==> src/rtl/imem_loader_if.sv <==
// Byte-stream ingress and instruction-memory write bus of the loader.
// slave is the loader's view; master is the producer/memory side.
interface imem_loader_if #(
    parameter int ADDR_W = 10
);
    logic [7:0]        in_data;
    logic              in_valid;
    logic              in_ready;
    logic              mem_we;
    logic [ADDR_W-1:0] mem_waddr;
    logic [31:0]       mem_wdata;

    modport master (
        output in_data, in_valid,
        input  in_ready, mem_we, mem_waddr, mem_wdata
    );

    modport slave (
        input  in_data, in_valid,
        output in_ready, mem_we, mem_waddr, mem_wdata
    );
endinterface

==> src/rtl/imem_loader.sv <==
// Loads a length-prefixed big-endian byte stream into instruction memory.
// Define IMEM_LOADER_CHECKSUM_EN to require a trailing XOR checksum byte.
module imem_loader #(
    parameter int ADDR_W = 10
) (
    input  logic          clk,
    input  logic          R,
    input  logic          start,
    imem_loader_if.slave  bus,
    output logic          core_rst,
    output logic          busy,
    output logic          done,
    output logic          err,
    output logic [ADDR_W:0] word_cnt
);
    typedef enum logic [2:0] {
        S_IDLE, S_LEN_HI, S_LEN_LO, S_DATA,
        S_LAST, S_CHK, S_DONE, S_ERR
    } state_t;

`ifdef IMEM_LOADER_CHECKSUM_EN
    localparam state_t S_END = S_CHK;
    localparam state_t S_FIN = S_CHK;
`else
    localparam state_t S_END = S_DONE;
    localparam state_t S_FIN = S_LAST;
`endif

    localparam logic [16:0]       DEPTH = 17'(2 ** ADDR_W);
    localparam logic [ADDR_W:0]   ONE   = 1;
    localparam logic [ADDR_W-1:0] A_ONE = 1;

    state_t            state, nxt;
    logic              rdy, xfer, last, ck_ok;
    logic [7:0]        len_hi;
    logic [15:0]       len_n;
    logic [ADDR_W:0]   len;
    logic [1:0]        bidx;
    logic [ADDR_W-1:0] waddr;
    logic [23:0]       wbuf;
    logic              we_q;
    logic [ADDR_W-1:0] waddr_q;
    logic [31:0]       wdata_q;

    assign rdy   = (state == S_LEN_HI) || (state == S_LEN_LO) ||
                   (state == S_DATA)   || (state == S_CHK);
    assign xfer  = bus.in_valid && rdy;
    assign len_n = {len_hi, bus.in_data};
    assign last  = (word_cnt + ONE) == len;

    assign bus.in_ready  = rdy;
    assign bus.mem_we    = we_q;
    assign bus.mem_waddr = waddr_q;
    assign bus.mem_wdata = wdata_q;

`ifdef IMEM_LOADER_CHECKSUM_EN
    logic [7:0] csum;

    assign ck_ok = bus.in_data == csum;

    always_ff @(posedge clk) begin
        if (R)
            csum <= 8'h00;
        else if (xfer && state == S_DATA)
            csum <= csum ^ bus.in_data;
    end
`else
    assign ck_ok = 1'b0;
`endif

    always_ff @(posedge clk) begin
        if (R)
            state <= S_IDLE;
        else
            state <= nxt;
    end

    always_comb begin
        nxt      = state;
        core_rst = 1'b1;
        busy     = 1'b1;
        done     = 1'b0;
        err      = 1'b0;
        unique case (state)
            S_IDLE: begin
                busy = 1'b0;
                if (start)
                    nxt = S_LEN_HI;
            end
            S_LEN_HI: begin
                if (xfer)
                    nxt = S_LEN_LO;
            end
            S_LEN_LO: begin
                if (xfer) begin
                    if (len_n == 16'd0)
                        nxt = S_END;
                    else if ({1'b0, len_n} > DEPTH)
                        nxt = S_ERR;
                    else
                        nxt = S_DATA;
                end
            end
            S_DATA: begin
                if (xfer && bidx == 2'd3 && last)
                    nxt = S_FIN;
            end
            // Final write cycle: core stays in reset until it retires.
            S_LAST: nxt = S_DONE;
            S_CHK: begin
                if (xfer)
                    nxt = ck_ok ? S_DONE : S_ERR;
            end
            S_DONE: begin
                busy     = 1'b0;
                done     = 1'b1;
                core_rst = 1'b0;
            end
            S_ERR: begin
                busy = 1'b0;
                err  = 1'b1;
            end
            default: nxt = S_IDLE;
        endcase
    end

    always_ff @(posedge clk) begin
        if (R) begin
            len_hi   <= 8'h00;
            len      <= '0;
            bidx     <= 2'd0;
            waddr    <= '0;
            wbuf     <= 24'h0;
            we_q     <= 1'b0;
            waddr_q  <= '0;
            wdata_q  <= 32'h0;
            word_cnt <= '0;
        end else begin
            we_q <= 1'b0;
            if (xfer && state == S_LEN_HI)
                len_hi <= bus.in_data;
            if (xfer && state == S_LEN_LO) begin
                len   <= len_n[ADDR_W:0];
                bidx  <= 2'd0;
                waddr <= '0;
            end
            if (xfer && state == S_DATA) begin
                bidx <= bidx + 2'd1;
                wbuf <= {wbuf[15:0], bus.in_data};
                if (bidx == 2'd3) begin
                    we_q     <= 1'b1;
                    waddr_q  <= waddr;
                    wdata_q  <= {wbuf, bus.in_data};
                    waddr    <= waddr + A_ONE;
                    word_cnt <= word_cnt + ONE;
                end
            end
        end
    end
endmodule
==> src/flat_wrapper.sv <==
// flat-port wrapper written by rule: the top's interface ports become plain ports
module imem_loader_flat 
#(
    parameter int ADDR_W = 10
)
  (clk, R, start, core_rst, busy, done, err, word_cnt, bus_in_data, bus_in_valid, bus_in_ready, bus_mem_we, bus_mem_waddr, bus_mem_wdata);
  imem_loader_if #(.ADDR_W(ADDR_W)) bus_i ();
  input  logic clk;
  input  logic R;
  input  logic start;
  output logic core_rst;
  output logic busy;
  output logic done;
  output logic err;
  output logic [ADDR_W:0] word_cnt;
  input wire logic [$bits(bus_i.in_data)-1:0] bus_in_data;
  input wire logic [$bits(bus_i.in_valid)-1:0] bus_in_valid;
  output wire logic [$bits(bus_i.in_ready)-1:0] bus_in_ready;
  output wire logic [$bits(bus_i.mem_we)-1:0] bus_mem_we;
  output wire logic [$bits(bus_i.mem_waddr)-1:0] bus_mem_waddr;
  output wire logic [$bits(bus_i.mem_wdata)-1:0] bus_mem_wdata;
  assign bus_i.in_data = bus_in_data;
  assign bus_i.in_valid = bus_in_valid;
  assign bus_in_ready = bus_i.in_ready;
  assign bus_mem_we = bus_i.mem_we;
  assign bus_mem_waddr = bus_i.mem_waddr;
  assign bus_mem_wdata = bus_i.mem_wdata;
  imem_loader #(.ADDR_W(ADDR_W)) u_core (.clk(clk), .R(R), .start(start), .bus(bus_i), .core_rst(core_rst), .busy(busy), .done(done), .err(err), .word_cnt(word_cnt));
endmodule
==> config.mk <==
export PLATFORM = sky130hd
export DESIGN_NAME = imem_loader_flat
export DESIGN_NICKNAME = d
export VERILOG_FILES = /design/src/rtl/imem_loader_if.sv /design/src/rtl/imem_loader.sv /design/src/flat_wrapper.sv
export SDC_FILE = /design/constraint.sdc
export NUM_CORES = 1
export LEC_CHECK = 0
export CAP_MARGIN = 20
export CORE_MARGIN = 8
export CORE_UTILIZATION = 37
export DETAILED_ROUTE_END_ITERATION = 16
export PLACE_DENSITY_LB_ADDON = 0.1
export SYNTH_ARGS = -nofsm -noshare
export SYNTH_HDL_FRONTEND = slang
export SYNTH_SLANG_ARGS = --single-unit
==> constraint.sdc <==
create_clock -name clk -period 2.9 [get_ports clk]
set_input_delay 0.725 -clock clk [delete_from_list [all_inputs] [get_ports clk]]
set_output_delay 0.725 -clock clk [all_outputs]
set_load 0.02 [all_outputs]
# == After elaboration in Yosys (flattened, before gate mapping) ==
# Cells that the tools add are included.
# word_totals
register_bits,112
output_inout_bits,59
wordCells,64
# op_classes
addsub,3
n_lt_le_gt_ge,1
n_eq_ne,14
muxes,18
bitwise_logic,1
reduce_logical,17
# op_table
operator,n
$mux 10,3
$mux 3,7
$pmux 3 s6,1
$gt 16x11->1 const B,1
$logic_not 16->1,1
$eq 3x3->1 const B,4
$add 11x1->11 const B,1
$eq 11x11->1,1
$add 10x1->10 const B,1
$eq 3x2->1 const B,2
$logic_and 1x1->1,6
$ne 2x1->1 const B,3
$reduce_and 6->1,1
$reduce_bool 6->1,1
$mux 1,5
$mux 2,2
$ne 2x2->1 const B,2
$eq 3x1->1 const B,1
$logic_not 3->1,1
$logic_or 1x1->1,3
$reduce_or 3->1,1
$add 2x1->2 const B,1
$eq 2x2->1 const B,1
$reduce_and 2->1,1
3 further kinds,3

# == Depth between registers and ports, before layout ==
# Gate-level depths: netlist of the first run.
# logic_depth
depth_word,9
mapped_depth,8
depth_no_buf,7

# == Worst setup path after synthesis of the first run ==
# No wires, ideal clock.
# synth_path
kind,register to register
start,register u_core.word_cnt[0]
end,register u_core.state[0]
t_arrival_ns,2.030
slack_ns,0.736
path_stages_with_launch,8
cell_sequence,dfxtp_1 ha_1 nand3_4 or3_1 a2111oi_2 nand4_1 o21bai_1 a311oi_1
# synth_via
elab_chain_len,5
# synth_rtl
item,line,rtl
from (decl),imem_loader.sv:14,output logic [ADDR_W:0] word_cnt
from (signal assigned),imem_loader.sv:155,word_cnt <= word_cnt + ONE;
$add 11x1->11,imem_loader.sv:49,assign last = (word_cnt + ONE) == len;
$eq 11x11->1,imem_loader.sv:49,
$logic_and 1x1->1,imem_loader.sv:105,if (xfer && bidx == 2'd3 && last)
$ne 2x2->1 (no source line),--,
$reduce_and 6->1 (no source line),--,
to (signal assigned),imem_loader.sv:75,state <= nxt;
to (decl),imem_loader.sv:33,"state_t state, nxt;"
# Every way passes these cells.
# A chain may end at the register's enable or synchronous reset.

# == Worst setup path after layout of the first run ==
# layout_path
start,register u_core.state[1]
end,output port busy
# layout_via
elab_chain_len,3
# layout_rtl
item,line,rtl
$eq 3x3->1 / $logic_not 3->1 (equally long branches),imem_loader.sv:84,unique case (state)
$reduce_or 3->1 (no source line) *,--,
$mux 1 *,imem_loader.sv:84,
to (decl),flat_wrapper.sv:12,output logic busy;
# Every way passes the cells marked *; elsewhere a longest branch is shown, timed or not.

==> impl_metrics.env, run 1 <==
export IMPL_outcome="completed"
export IMPL_synth_cell_type_count=44
export IMPL_routed_wl_um=11700
export IMPL_cellLeakagePower_nw=1.93
export IMPL_slowest_stage="dfxtp_1"
export IMPL_grt_max_degree=49
export IMPL_rows=40
export IMPL_finalSetupViolations=0
export IMPL_clock_sinks=112
export IMPL_antenna_found_initial=0
export IMPL_ys_warn_count=0
export IMPL_die_area_um2=16100
export IMPL_powerDensity_nw_per_um2=574
export IMPL_synth_cells=587
export IMPL_fin_skew_ns=0.00878
export IMPL_netlist_area_um2=4550
export IMPL_slew_viol_final=0
export IMPL_wire_per_inst_um=14.6
export IMPL_via_count=4053
export IMPL_endpoint_kind="output pin"
export IMPL_critPathLaunchType="register"
export IMPL_multiInputGateArea_um2=2130
export IMPL_io_buffers=70
export IMPL_path_delay_family="flip-flops"
export IMPL_cts_buffers_inserted=9
export IMPL_hold_path_class="register to register"
export IMPL_ys_seq_area_share_pct=49.3
export IMPL_clk_root_buffer_cell="clkbuf_16"
export IMPL_regArea_um2=2240
export IMPL_grt_usage_pct=14.7
export IMPL_via_per_inst=5.05
export IMPL_start_util_pct=37.9
export IMPL_fin_crit_sh_pct=90.2
export IMPL_rsz0062_at_grt="false"
export IMPL_ctsLongestPathBuffers=2
export IMPL_drive_above_1_share_pct=6.56
export IMPL_finalHoldViolations=0
export IMPL_nFillCells=1217
export IMPL_synth_compound_gate_area_share_pct=14.6
export IMPL_power_total_w=0.00327
export IMPL_syn_nets=602
export IMPL_worst_pin_slew_ns=0.576
export IMPL_slowest_delay_ns=0.69
export IMPL_ys_ff_latch=112
export IMPL_grt_pass1_vias=3771
export IMPL_critPathArrivalTime_ns=1.89
export IMPL_grt_ovfl_total=0
export IMPL_first_pass_iters=4
export IMPL_synthMuxAreaShare_pct=0.440
export IMPL_yosys_area_share_adder_pct=0.825
export IMPL_avgSynthCellArea_um2=7.75
export IMPL_ios=71
export IMPL_clkLatencyLatePin_ns=0.36
export IMPL_max_freq_mhz=382
export IMPL_nets=665
export IMPL_hpwl_um=8290
export IMPL_drtIter0Drc=271
export IMPL_cap_violations=0
export IMPL_synth_xor_area_share_pct=4.81
export IMPL_htreeDepth=3
export IMPL_required_ns=2.17
export IMPL_cp_max_fo=20
export IMPL_post_route_drc_count=0
export IMPL_fp_dieW_um=127
export IMPL_crit_type="register to output pin"
export IMPL_synth_top_family_by_area="simple AND/OR/NAND/NOR gates"
export IMPL_ctsHoldBuffers=0
export IMPL_gp_congestion=0.821
export IMPL_post_cts_buffers=0
export IMPL_path_buf_inv=1
export IMPL_worstPathCellList="nor3_1 > a21oi_1 > clkdlybuf4s50_1"
export IMPL_grt_pass1_wl_um=19200
export IMPL_totalNegativeSetupSlack_ns=0
export IMPL_floorplan_core_area_um2=12000
export IMPL_antenna_cells=0
export IMPL_ant_nets=0
export IMPL_synth_simple_area_share_pct=26.1
export IMPL_syn_to_final_growth_pct=25.4
export IMPL_max_slew_margin_pct=61.5
export IMPL_die_h_um=127
export IMPL_clk_pin_slew_ns=0.07
export IMPL_min_period_ns=2.62
export IMPL_hold_ws_ns=0.453
export IMPL_cts_resized=0
export IMPL_cts_tree="done"
export IMPL_ir_drop_v=0.000350
-- logic make-up after synthesis --
family	after synthesis
flip-flops	112
buffers and inverters	43
multiplexers	2
adder cells (fa/ha/maj)	3
XOR/XNOR	25
AO/OA/AOI/OAI	122
AND/OR/NAND/NOR	280
-- Yosys cell counts, drive strengths merged --
master	count	share of area (%)
o31a	2	0.39
o21ai	7	0.77
o31ai	2	0.33
nor2b	2	0.27
xnor2	11	2.1
nor3b	1	0.17
nand3b	2	0.33
a21oi	98	11
nand2	187	15
nor3	15	1.6
or2	1	0.14
o21a	2	0.33
xor2	14	2.7
a32o	1	0.22
and4b	1	0.22
inv	5	0.41
and2	1	0.14
a31oi	1	0.14
clkbuf	27	2.2
a2111oi	1	0.33
nor2	35	2.9
nand4	6	0.82
nor4	5	0.69
mux2i	2	0.44
nand2b	1	0.14
dfxtp	112	49
ha	3	0.82
buf	11	1.3
or3	2	0.27
o211ai	1	0.17
a211oi	3	0.49
nand3	14	1.8
o21bai	1	0.17
o22ai	1	0.14
and3	5	0.69
a311oi	1	0.19
and2b	1	0.17
or4b	1	0.22
a21o	1	0.17
-- metrics by stage --
step	instances	area [um^2]	util, %	worst slack (ns)
after global routing	802	5700	47.5	0.111
after global placement	786	5430	45.2	0.333
after floorplan	587	4550	-	0.736
final	802	5700	47.5	0.283
after detailed placement	786	5430	45.2	0.285
after CTS	802	5700	47.5	0.271
-- layout by cell type, fill, tap and decap left out, types with 2 or more instances in the layout --
cell | synthesis | final
nor2b_1 | 2 | 2
or3_1 | 2 | 2
clkinv_4 | 0 | 2
o21ai_0 | 7 | 7
o21a_1 | 2 | 2
clkbuf_16 | 0 | 9
ha_1 | 3 | 3
buf_4 | 2 | 21
o31a_1 | 2 | 2
nand3b_1 | 2 | 2
xnor2_1 | 11 | 11
clkinv_2 | 0 | 2
nor2_1 | 34 | 34
clkdlybuf4s50_1 | 0 | 69
mux2i_1 | 2 | 2
nand2_1 | 186 | 186
nor3_1 | 15 | 15
and3_1 | 5 | 5
nor4_1 | 5 | 5
xor2_1 | 14 | 14
a21oi_1 | 98 | 98
nand4_1 | 6 | 6
dfxtp_1 | 112 | 112
o31ai_1 | 2 | 2
inv_1 | 5 | 5
inv_6 | 0 | 3
nand3_1 | 13 | 13
a211oi_1 | 3 | 3
-- final timing paths --
path | start | endpoint | slack (ns) | cells past startpoint
setup / recovery | u_core.state[1] | busy | 0.28 | 3
hold / removal | u_core.bus.mem_waddr[0] | u_core.bus.mem_waddr[0] | 0.45 | 2
setup reg to reg | u_core.word_cnt[1] | u_core.state[0] | 0.67 | 7
hold reg to reg | u_core.bus.mem_waddr[0] | u_core.bus.mem_waddr[0] | 0.45 | 2
-- state kept, by name (all words and copies together) (netlist names) --
name / count
u_core.bus.mem_wdata: 32
u_core.word_cnt: 11
u_core.waddr: 10
u_core.bus.mem_we: 1
u_core.len: 11
u_core.bus.mem_waddr: 10
u_core.bidx: 2
u_core.len_hi: 8
u_core.wbuf: 24
u_core.state: 3
-- final cells by class --
cell class | count | share of cell area, %
Clock buffer | 9 | 3.95
Clock inverter | 7 | 0.943
Inverter | 5 | 0.329
Multi-Input combinational cell | 432 | 37.4
Sequential cell | 112 | 39.3
Tap cell | 147 | 3.22
Timing Repair Buffer | 90 | 14.9
-- metal layers --
| metal | part of all wire (%) | routed length [um] | up-vias | GRT usage [%] |
|---|---|---|---|---|
| met5 | 0 | 0 | - | 0 |
| met4 | 1.8 | 211 | 0 | 6.72 |
| met3 | 7.2 | 849 | 13 | 4.27 |
| met2 | 43 | 5060 | 92 | 21.2 |
| met1 | 48 | 5610 | 1870 | 19.7 |
| li1 | - | - | 2078 | - |
-- worst min-delay path, cell delays in order (launching register included) --
cell and delay [ns]:
dfxtp_1 0.31, nand2_1 0.05, a21oi_1 0.05
-- where the power goes --
group          total [W]  switching, W  internal [W]  leakage [nW]
clock network    0.00118      0.000591      0.000593         0.141
logic           0.000441      0.000267      0.000174         0.882
registers        0.00165     0.0000665       0.00158         0.903
Note: power is estimated with default switching activity, not from simulation.
==> run 2: changes to the inputs <==
--- a/config.mk
+++ b/config.mk
@@ -6,10 +6,10 @@
 export NUM_CORES = 1
 export LEC_CHECK = 0
 export CAP_MARGIN = 20
-export CORE_MARGIN = 8
 export CORE_UTILIZATION = 37
 export DETAILED_ROUTE_END_ITERATION = 16
 export PLACE_DENSITY_LB_ADDON = 0.1
+export SLEW_MARGIN = 5
 export SYNTH_ARGS = -nofsm -noshare
 export SYNTH_HDL_FRONTEND = slang
 export SYNTH_SLANG_ARGS = --single-unit
==> run 2 against run 1 <==
  * Non-clock buffer count decreased by 3
  * Cell count shrank 0.50%
  * Via count grew 1.3%
  * Cell area barely moved
  * Global-route usage increased by 4.0 points
  * Wire length shrank 3.0%
  * Sequential power barely moved
  * Hold slack lost 0.0026 ns
  * Power down 0.27%
  * First-iteration DRC count decreased by 17%
  * Die area shrank 21%
==> impl_metrics.env, run 2 (synthesis gave the netlist of run 1 again) <==
export IMPL_cts_resized=0
export IMPL_ctsHoldBuffers=0
export IMPL_fin_skew_ns=0.00668
export IMPL_hold_path_class="register to register"
export IMPL_drive_above_1_share_pct=5.99
export IMPL_hpwl_um=7780
export IMPL_grt_usage_pct=18.7
export IMPL_clk_root_buffer_cell="clkbuf_16"
export IMPL_slowest_delay_ns=0.59
export IMPL_syn_to_final_growth_pct=25.4
export IMPL_worstPathCellList="inv_1 > nor2_1 > a21o_1 > clkdlybuf4s50_1"
export IMPL_ios=71
export IMPL_die_area_um2=12700
export IMPL_grt_max_degree=62
export IMPL_slowest_stage="clkdlybuf4s50_1"
export IMPL_cts_tree="done"
export IMPL_grt_pass1_vias=3854
export IMPL_endpoint_kind="output pin"
export IMPL_wire_per_inst_um=14.3
export IMPL_die_h_um=113
export IMPL_worst_pin_slew_ns=0.596
export IMPL_rows=40
export IMPL_max_freq_mhz=370
export IMPL_start_util_pct=37.9
export IMPL_min_period_ns=2.70
export IMPL_rsz0062_at_grt="false"
export IMPL_first_pass_iters=4
export IMPL_post_route_drc_count=0
export IMPL_htreeDepth=3
export IMPL_cap_violations=0
export IMPL_layout_commonest_cell="nand2_1"
export IMPL_fin_crit_sh_pct=93.2
export IMPL_outcome="completed"
export IMPL_gp_congestion=0.819
export IMPL_slew_viol_final=0
export IMPL_placed_cell_area_um2=5430
export IMPL_post_cts_buffers=0
export IMPL_finalSetupViolations=0
export IMPL_cts_buffers_inserted=9
export IMPL_clkLatencyLatePin_ns=0.34
export IMPL_crit_type="register to output pin"
export IMPL_nets=662
export IMPL_antenna_cells=0
export IMPL_cp_max_fo=11
export IMPL_holdPathStages=2
export IMPL_final_cell_mix="nand2_1 (186), dfxtp_1 (112), a21oi_1 (98)"
export IMPL_cellLeakagePower_nw=1.91
export IMPL_hold_ws_ns=0.450
export IMPL_critPathArrivalTime_ns=1.98
export IMPL_grt_ovfl_total=0
export IMPL_floorplan_core_area_um2=12000
export IMPL_ant_nets=0
export IMPL_finalHoldViolations=0
export IMPL_via_per_inst=5.14
export IMPL_powerDensity_nw_per_um2=572
export IMPL_ctsLongestPathBuffers=2
export IMPL_drtIter0Drc=226
export IMPL_reg2reg_depth=7
export IMPL_io_buffers=70
export IMPL_antenna_found_initial=0
export IMPL_required_ns=2.17
export IMPL_postLayoutSetupSlackWorst_ns=0.199
export IMPL_totalNegativeSetupSlack_ns=0
export IMPL_place_ws_ns=0.221
export IMPL_via_count=4104
export IMPL_ir_drop_v=0.000324
export IMPL_fp_dieW_um=113
export IMPL_clock_sinks=112
export IMPL_grt_pass1_wl_um=19000
export IMPL_max_slew_margin_pct=60.3
export IMPL_final_area_um2=5710
export IMPL_critPathLaunchType="register"
export IMPL_clk_pin_slew_ns=0.08
export IMPL_final_core_util_pct=47.5
export IMPL_largest_register_ffs=32
export IMPL_routed_wl_um=11400
## run 2: path summary, 6_finish.rpt
path	from	to	slack (ns)
hold / removal	u_core.wbuf[23]	u_core.bus.mem_wdata[31]	0.45
setup / recovery	u_core.state[0]	bus_in_ready	0.20
hold reg to reg	u_core.wbuf[23]	u_core.bus.mem_wdata[31]	0.45
setup reg to reg	u_core.word_cnt[1]	u_core.state[0]	0.70
## run 2: power by group
group,switching (W),internal [W],leakage [nW],total (W)
registers,0.0000783,0.00158,0.903,0.00166
logic,0.000253,0.000173,0.875,0.000426
clock network,0.000585,0.000594,0.132,0.00118
total,0.000916,0.00235,1.91,0.00327
## run 2: layer usage
layer / wire, um / global-route usage [%] / vias to the layer above
met4: 159 / 6.58 / 0
met3: 481 / 2.52 / 12
met1: 5690 / 25.9 / 1912
li1: - / - / 2080
met5: 0 / 0 / -
met2: 5060 / 29.8 / 100
## run 2: cell type report
type,count,area [um^2]
well taps,147,184
flip-flops and latches,112,2240
inverters,5,18.8
fillers,1209,6300
repair buffers,87,851
multi-input cells,432,2130
clock buffers,9,225
clock inverters,6,55.1
## run 2: critical path, delay by kind of cell (launching register included)
kind | cells | cell delay, ns
buffers and inverters | 2 | 0.81
DFF | 1 | 0.55
and+or+nand+nor | 1 | 0.17
AOI/OAI and AO/OA | 1 | 0.10
## run 2: per-stage QoR
step                      instances  total power, W
after floorplan                 587         0.00196
after global placement          783         0.00211
after detailed placement        783         0.00212
after CTS                       798         0.00331
after global routing            798         0.00342
final                           798         0.00327
